<file path="config.mk">
export PLATFORM = sky130hd
export DESIGN_NAME = bus_width_pack
export DESIGN_NICKNAME = d
export VERILOG_FILES = /design/src/rtl/bus_width_pack_pkg.sv /design/src/rtl/bus_width_pack_ctrl.sv /design/src/rtl/bus_width_pack.sv
export SDC_FILE = /design/constraint.sdc
export NUM_CORES = 1
export LEC_CHECK = 0
export CAP_MARGIN = 30
export CORE_UTILIZATION = 49
export CTS_CLUSTER_SIZE = 20
export DETAILED_ROUTE_END_ITERATION = 6
export PLACE_DENSITY = 0.95
export SYNTH_ARGS = -nofsm -noshare
export SYNTH_HDL_FRONTEND = slang
export SYNTH_SLANG_ARGS = --single-unit
</file>
<file path="constraint.sdc">
create_clock -name clk -period 2.96 [get_ports clk]
set_input_delay 0.592 -clock clk [delete_from_list [all_inputs] [get_ports clk]]
set_output_delay 0.592 -clock clk [all_outputs]
set_load 0.01 [all_outputs]
</file>
<file path="src/rtl/bus_width_pack_pkg.sv">
// bus_pkg: shared defaults, FSM state type and slot-index width helper for bus_width_pack
package bus_pkg;
    localparam int DEF_WIDTH = 8;
    localparam int DEF_RATIO = 4;
    localparam int DEF_CNT_W = $clog2(DEF_RATIO);
    typedef enum logic {S_FILL, S_HOLD} state_t;
    function automatic int cnt_w(input int ratio);
        return $clog2(ratio);
    endfunction
endpackage

</file>
<file path="src/rtl/bus_width_pack_ctrl.sv">
// bus_pack_ctrl: fill/hold FSM, slot counter and handshakes for bus_width_pack
module bus_pack_ctrl
    import bus_pkg::*;
#(
    parameter int Ratio = DEF_RATIO,
    parameter int CntW  = cnt_w(Ratio)
) (
    input  logic            clk,
    input  logic            rst_n,
    input  logic            valid_i,
    input  logic            ready_i,
    input  logic            last_i,
    output logic            ready_o,
    output logic            valid_o,
    output logic            acc,
    output logic [CntW-1:0] cnt
);
    state_t state_q, state_d;
    logic [CntW-1:0] cnt_d;
    logic close;
    assign valid_o = state_q == S_HOLD;
    assign ready_o = !valid_o || ready_i;
    assign acc     = valid_i && ready_o;
    always_comb begin
        close   = acc && (cnt == CntW'(Ratio - 1) || last_i);
        state_d = close ? S_HOLD : (acc || (valid_o && ready_i)) ? S_FILL : state_q;
        cnt_d   = close ? '0 : acc ? cnt + 1'b1 : cnt;
    end
    always_ff @(posedge clk or negedge rst_n) begin
        if (!rst_n) begin
            state_q <= S_FILL;
            cnt     <= '0;
        end else begin
            state_q <= state_d;
            cnt     <= cnt_d;
        end
    end
endmodule

</file>
<file path="src/rtl/bus_width_pack.sv">
// bus_width_pack: packs Ratio narrow beats into one wide word, little-endian by slot.
// Define BUS_PACK_LAST_EN to add last_i/last_o and allow early-closed partial words.
module bus_width_pack
    import bus_pkg::*;
#(
    parameter int Width = DEF_WIDTH,
    parameter int Ratio = DEF_RATIO
) (
    input  logic               clk,
    input  logic               rst_n,
    input  logic               valid_i,
    output logic               ready_o,
    input  logic [Width-1:0]   data_i,
`ifdef BUS_PACK_LAST_EN
    input  logic               last_i,
    output logic               last_o,
`endif
    output logic               valid_o,
    input  logic               ready_i,
    output logic [Width*Ratio-1:0] data_o,
    output logic [Ratio-1:0]   keep_o
);
    localparam int CntW = cnt_w(Ratio);
    logic acc, last_in;
    logic [CntW-1:0] cnt;
`ifdef BUS_PACK_LAST_EN
    assign last_in = last_i;
    always_ff @(posedge clk or negedge rst_n) begin
        if (!rst_n) last_o <= 1'b0;
        else if (acc) last_o <= last_i;
    end
`else
    assign last_in = 1'b0;
`endif
    bus_pack_ctrl #(.Ratio(Ratio), .CntW(CntW)) u_ctrl (
        .clk(clk), .rst_n(rst_n), .valid_i(valid_i), .ready_i(ready_i), .last_i(last_in),
        .ready_o(ready_o), .valid_o(valid_o), .acc(acc), .cnt(cnt)
    );
    // a beat landing in slot 0 starts a fresh word, so stale slots are wiped on the same edge
    always_ff @(posedge clk or negedge rst_n) begin
        if (!rst_n) begin
            data_o <= '0;
            keep_o <= '0;
        end else if (acc) begin
            for (int k = 0; k < Ratio; k++) begin
                if (cnt == CntW'(k)) begin
                    data_o[k*Width +: Width] <= data_i;
                    keep_o[k]                <= 1'b1;
                end else if (cnt == '0) begin
                    data_o[k*Width +: Width] <= '0;
                    keep_o[k]                <= 1'b0;
                end
            end
        end
    end
endmodule
</file>
**Word-level counts from Yosys, hierarchy flattened**

Cells that the tools add are included.
Widths: inputs -> output; s select.

- $add $sub $neg: 1
- Eq/ne operators: 3
- Mux-type cells: 12
- Reduce and logical (&&, ||, !) cells: 16

Operator list:

| operator | number |
|---|---|
| $mux 8 | 4 |
| $reduce_bool 2->1 | 5 |
| $reduce_and 2->1 | 4 |
| $mux 1 | 6 |
| $eq 2x2->1 const B | 2 |
| $mux 2 | 2 |
| $logic_and 1x1->1 | 3 |
| $add 2x1->2 const B | 1 |
| $eq 2x1->1 const B | 1 |
| $logic_not 2->1 | 1 |
| $logic_or 1x1->1 | 2 |
| $logic_not 1->1 | 1 |

- Register bits: 39
- Input port bits: 12
- Output and inout bits: 38

**Logic depth before layout (Yosys ltp)**

- Depth after elaboration: 6
- Gate-level depth with buffers: 5

**Hierarchy**

A second synthesis with hierarchy kept.

- Cell total of the unflattened synthesis: 119
- Area, all modules: 1,645.3 um^2

By module, submodules not included:

| module | instances | cells an instance | area an instance (um^2) | sequential area each (um^2) |
|---|---|---|---|---|
| bus_width_pack | 1 | 106 | 1,477.7 | 900.9 |
| bus_pack_ctrl | 1 | 13 | 167.7 | 75.1 |

**Least setup slack after synthesis**

No wires, ideal clock.

- Kind: flip-flop to flip-flop
- Start: register u_ctrl.cnt[0]
- End: register keep_o[3]
- Arrival time: 1.374 ns
- Slack: 1.458 ns
- Cell stages (with the launch flop): 6
- Path through: dfrtp_1 -> inv_1 -> ha_1 -> nor3_2 -> buf_6 -> mux2_1

- Longest elaborated chain between the ends: 3
- Elaborated cells between the ends (all ways): 5

Ends and longest elaborated chain:

| element | line | RTL |
|---|---|---|
| start, declared | bus_width_pack_ctrl.sv:16 | `output logic [CntW-1:0] cnt` |
| start signal, assigned | bus_width_pack_ctrl.sv:35 | `cnt <= cnt_d;` |
| $eq 2x2->1 / $logic_not 2->1 (equally long branches) | bus_width_pack.sv:46, bus_width_pack.sv:49 |  |
| $reduce_bool 2->1 (no line) | - |  |
| $reduce_and 2->1 (no line) | - |  |
| end signal, assigned | bus_width_pack.sv:43 | `keep_o <= '0;` |
| end signal, assigned by index | bus_width_pack.sv:48 | `keep_o[k] <= 1'b1;` |
| end signal, assigned by index | bus_width_pack.sv:51 | `keep_o[k] <= 1'b0;` |
| end, declared | bus_width_pack.sv:21 | `output logic [Ratio-1:0] keep_o` |

Several ways; a longest one is shown, not always the timed one.
A chain may end at the register's enable or synchronous reset.

**Worst setup path after layout**

- Start: input ready_i
- End: output ready_o

- Longest elaborated chain between the ends: 1

Ends and longest elaborated chain:

| element | line | RTL |
|---|---|---|
| start, declared | bus_width_pack.sv:19 | `input logic ready_i,` |
| $logic_or 1x1->1 | bus_width_pack_ctrl.sv:22 | `assign ready_o = !valid_o \|\| ready_i;` |
| end, declared | bus_width_pack.sv:12 | `output logic ready_o,` |

Every way passes these cells.

==> metrics.log <==
INFO  metric max_clock_freq = between 0.4 and 0.5 GHz
INFO  metric routed_via_density = about 5.2
INFO  metric power.static_leakage = approximately 1 nW
INFO  metric clk_root_buffer_cell = sky130_fd_sc_hd__clkbuf_4
INFO  metric clock_sinks = 39
INFO  metric pwr-share-comb = 44.7%
INFO  metric synth_cell_type_count = 24
INFO  metric die_area = 3440 µm²
INFO  metric grt_util_all_layers = about a quarter
INFO  metric core_occupancy_in_the_finished_layout = a little under three quarters
INFO  metric totalWireLength = between 3 and 4 mm
INFO  metric library_cell_with_the_largest_summed_area_after_synthesis = sky130_fd_sc_hd__dfrtp_1
INFO  metric die_w = just under 60 µm
INFO  metric htreeDepth = 2
INFO  metric synthFlopType = sky130_fd_sc_hd__dfrtp_1
INFO  metric initial_utilization = 51.4%
INFO  metric pwr_density_cell = 1100 nW/µm²
INFO  metric syn-instance-count = 118
INFO  metric setup-violations-final = 0
INFO  metric grt_max_degree = 40
INFO  metric cp-end-kind = output pin
INFO  metric final_replace_weighted_congestion = 0.761
INFO  metric global_route.overflow_total = 0
INFO  metric run_status = finished, final reports clean
INFO  metric core_area = 3050 µm²
INFO  metric synthTopCellsByCount = sky130_fd_sc_hd__dfrtp_1, sky130_fd_sc_hd__a22o_1, sky130_fd_sc_hd__nand2_1
INFO  metric ctsLongestPathBuffers = 2
INFO  metric layout.filler_cells = roughly 220
INFO  metric routed_wire_length_per_instance = 17.4 µm
INFO  metric number_of_buffers_created_by_cts = 5
INFO  metric critical_path.startpoint_type = input port
INFO  metric die-height = ~59 µm
INFO  metric worst_pin_slew = ~0.83 ns
INFO  metric syn_nets = about 130
INFO  metric finalSetupTns = 0 ns
INFO  metric unrepaired_setup_endpoints_after_global_routing = false
INFO  metric dpl.hpwl = 2.63 mm
INFO  metric synth_sequential_area_ratio = between 60% and 70%
INFO  metric detail_route.iter0.violations = 27
INFO  metric grt_pass1_vias = between 1000 and 1500
INFO  metric clk_transition_reported_paths = roughly 0.13 ns
INFO  metric vdd_ir_drop_max = 0.677 mV
INFO  metric worst-endpoint-arrival = between 1.5 and 2 ns
INFO  metric critPathKind = in2out
INFO  metric post_synth_instance_area = around 1600 µm²
INFO  metric p_switching = a little under 0.8 mW
INFO  metric timing.final.hold_violations = 0
INFO  metric number_of_buffers_inserted_by_port_buffering = 49
INFO  metric required = between 2 and 2.5 ns
INFO  metric post_cts_resize_count = 0
INFO  metric via_count = 1121
INFO  metric power_frac_seq = between 30% and 40%
INFO  metric maximum_fanout_encountered_on_the_critical_timing_path = 8
INFO  metric io_pins = 50
INFO  metric site_rows = 20
INFO  metric cts_hold_buffers = 0
INFO  metric remaining_antenna_violation_count_after_routing = 0
INFO  metric total_of_warnings_raised_by_yosys = 0
INFO  metric synth_area_per_cell = 13.3 µm²
INFO  metric synth_async_sr_flop_share = 100%
INFO  metric min_period_over_period = 81.4%
INFO  metric syn_to_final_growth = 39.5%
INFO  metric switching_share = about a third
INFO  metric most_frequent_cell_after_synthesis = sky130_fd_sc_hd__dfrtp_1
INFO  metric timing.final.crit_period = 2.41 ns
INFO  metric proportion_of_netlist_area_held_by_the_largest_area_contributor = ~62%
INFO  metric drive_above_1_share = between 10% and 20%
INFO  metric slew-limit-headroom = about 45%
INFO  metric post_cts.repair.setup_buffers = 0
INFO  metric antenna_violations_before_repair = 0
INFO  metric clk-insertion-delay-late = around 0.37 ns
INFO  metric timing_max_transition_violations_final = 0
INFO  metric finClkSkew = 0.0162 ns
INFO  metric detail_route.drc_violations = 0
INFO  metric grt_pass1_wl = between 5 and 6 mm
INFO  metric p_int = about 1.6 mW
INFO  metric detail_route.first_pass.iterations = 4
INFO  metric synth_edf_count = 0
INFO  metric n_antenna_cell = 0
INFO  metric timing.hold.worst.class = in2async
INFO  metric layout.nets = 186
INFO  metric clock_tree_from_tritoncts = built
INFO  metric synth-seq-cells = 39
INFO  metric maxCapViolCount = 0
INFO  metric clockPowerShare = approximately a fifth
INFO  metric synthTopCellsByArea = sky130_fd_sc_hd__dfrtp_1, sky130_fd_sc_hd__a22o_1, sky130_fd_sc_hd__mux2_2
-- sequential cells by signal, indices dropped and copies added, names as in the netlist --
signal          count
data_o             32
keep_o              4
u_ctrl.cnt          2
u_ctrl.valid_o      1
-- routing by layer --
metal,share of wire (%),track usage [%]
met5,0,0
met2,51,41.2
met1,42,29.4
met4,2.5,12.9
met3,4.7,7.47
-- final cells by class --
class	instances	area (µm²)	share of cell area, %
multi-input cells	62	517	23.6
clock inverters	3	67.6	3.08
repair buffers	50	493	22.5
flip-flops and latches	39	976	44.5
inverters	12	45.0	2.06
clock buffers	5	37.5	1.71
well taps	44	55.1	2.51
-- worst paths after layout --
| check | end | start | slack, ns | cells after the start |
|---|---|---|---|---|
| setup reg to reg | data_o[24] | u_ctrl.cnt[1] | 1.03 | 5 |
| setup / recovery | ready_o | ready_i | 0.55 | 4 |
| hold / removal | data_o[4] | rst_n | 0.30 | 1 |
| hold reg to reg | keep_o[0] | keep_o[0] | 0.48 | 1 |
| min in group clk | keep_o[0] | keep_o[0] | 0.48 | 1 |
| max in group asynchronous | data_o[19] | rst_n | 2.12 | 1 |
-- metrics by stage --
stage	setup slack, ns	hold slack (ns)	area (µm²)	std cells	total power, mW
after CTS	0.548	0.326	2190	215	2.42
after global routing	0.507	0.346	2190	215	2.54
after detailed placement	0.553	0.454	2090	207	1.97
after global placement	0.563	0.450	2090	207	1.90
final	0.552	0.303	2190	215	2.41
after floorplan	1.46	0.296	1570	118	1.40
-- cell usage in the layout (no fill, tap or decap), types with 2 or more instances in the layout --
master,netlist,layout
sky130_fd_sc_hd__inv_1,10,10
sky130_fd_sc_hd__clkdlybuf4s50_1,0,48
sky130_fd_sc_hd__and3_1,2,2
sky130_fd_sc_hd__mux2i_1,8,8
sky130_fd_sc_hd__nand2_1,11,11
sky130_fd_sc_hd__clkbuf_4,0,5
sky130_fd_sc_hd__bufinv_16,0,2
sky130_fd_sc_hd__a22o_1,16,16
sky130_fd_sc_hd__mux2_2,8,8
sky130_fd_sc_hd__dfrtp_1,39,39
sky130_fd_sc_hd__inv_2,2,2
sky130_fd_sc_hd__o211ai_1,2,2
sky130_fd_sc_hd__a21o_1,2,2
sky130_fd_sc_hd__ha_1,4,4
-- power groups by stage --
stage	sequential, mW	clock [mW]	combinational [mW]
3_5_place_dp	0.897	0	1.07
2_1_floorplan	0.972	0	0.425
4_1_cts	0.885	0.451	1.08
3_3_place_gp	0.882	0	1.02
6_report	0.886	0.448	1.08
5_1_grt	0.908	0.480	1.15
-- logic make-up (layout without fill, tap and decap cells) --
| family | count (synthesis) | after routing | share of synthesized area, % |
|---|---|---|---|
| DFF | 39 | 39 | 62.2 |
| AOI/OAI and AO/OA | 22 | 22 | 11.5 |
| muxes | 17 | 17 | 11.6 |
| and+or+nand+nor | 19 | 19 | 6.69 |
| adders and majority gates | 4 | 4 | 3.19 |
| buffers and inverters | 17 | 70 | 4.94 |
-- critical path, stage by stage --
cell and delay [ns]:
sky130_fd_sc_hd__clkdlybuf4s50_1 0.50, sky130_fd_sc_hd__nor2b_4 0.06, sky130_fd_sc_hd__inv_2 0.11, sky130_fd_sc_hd__clkdlybuf4s50_1 0.55
(Power assumes the default switching activity.)
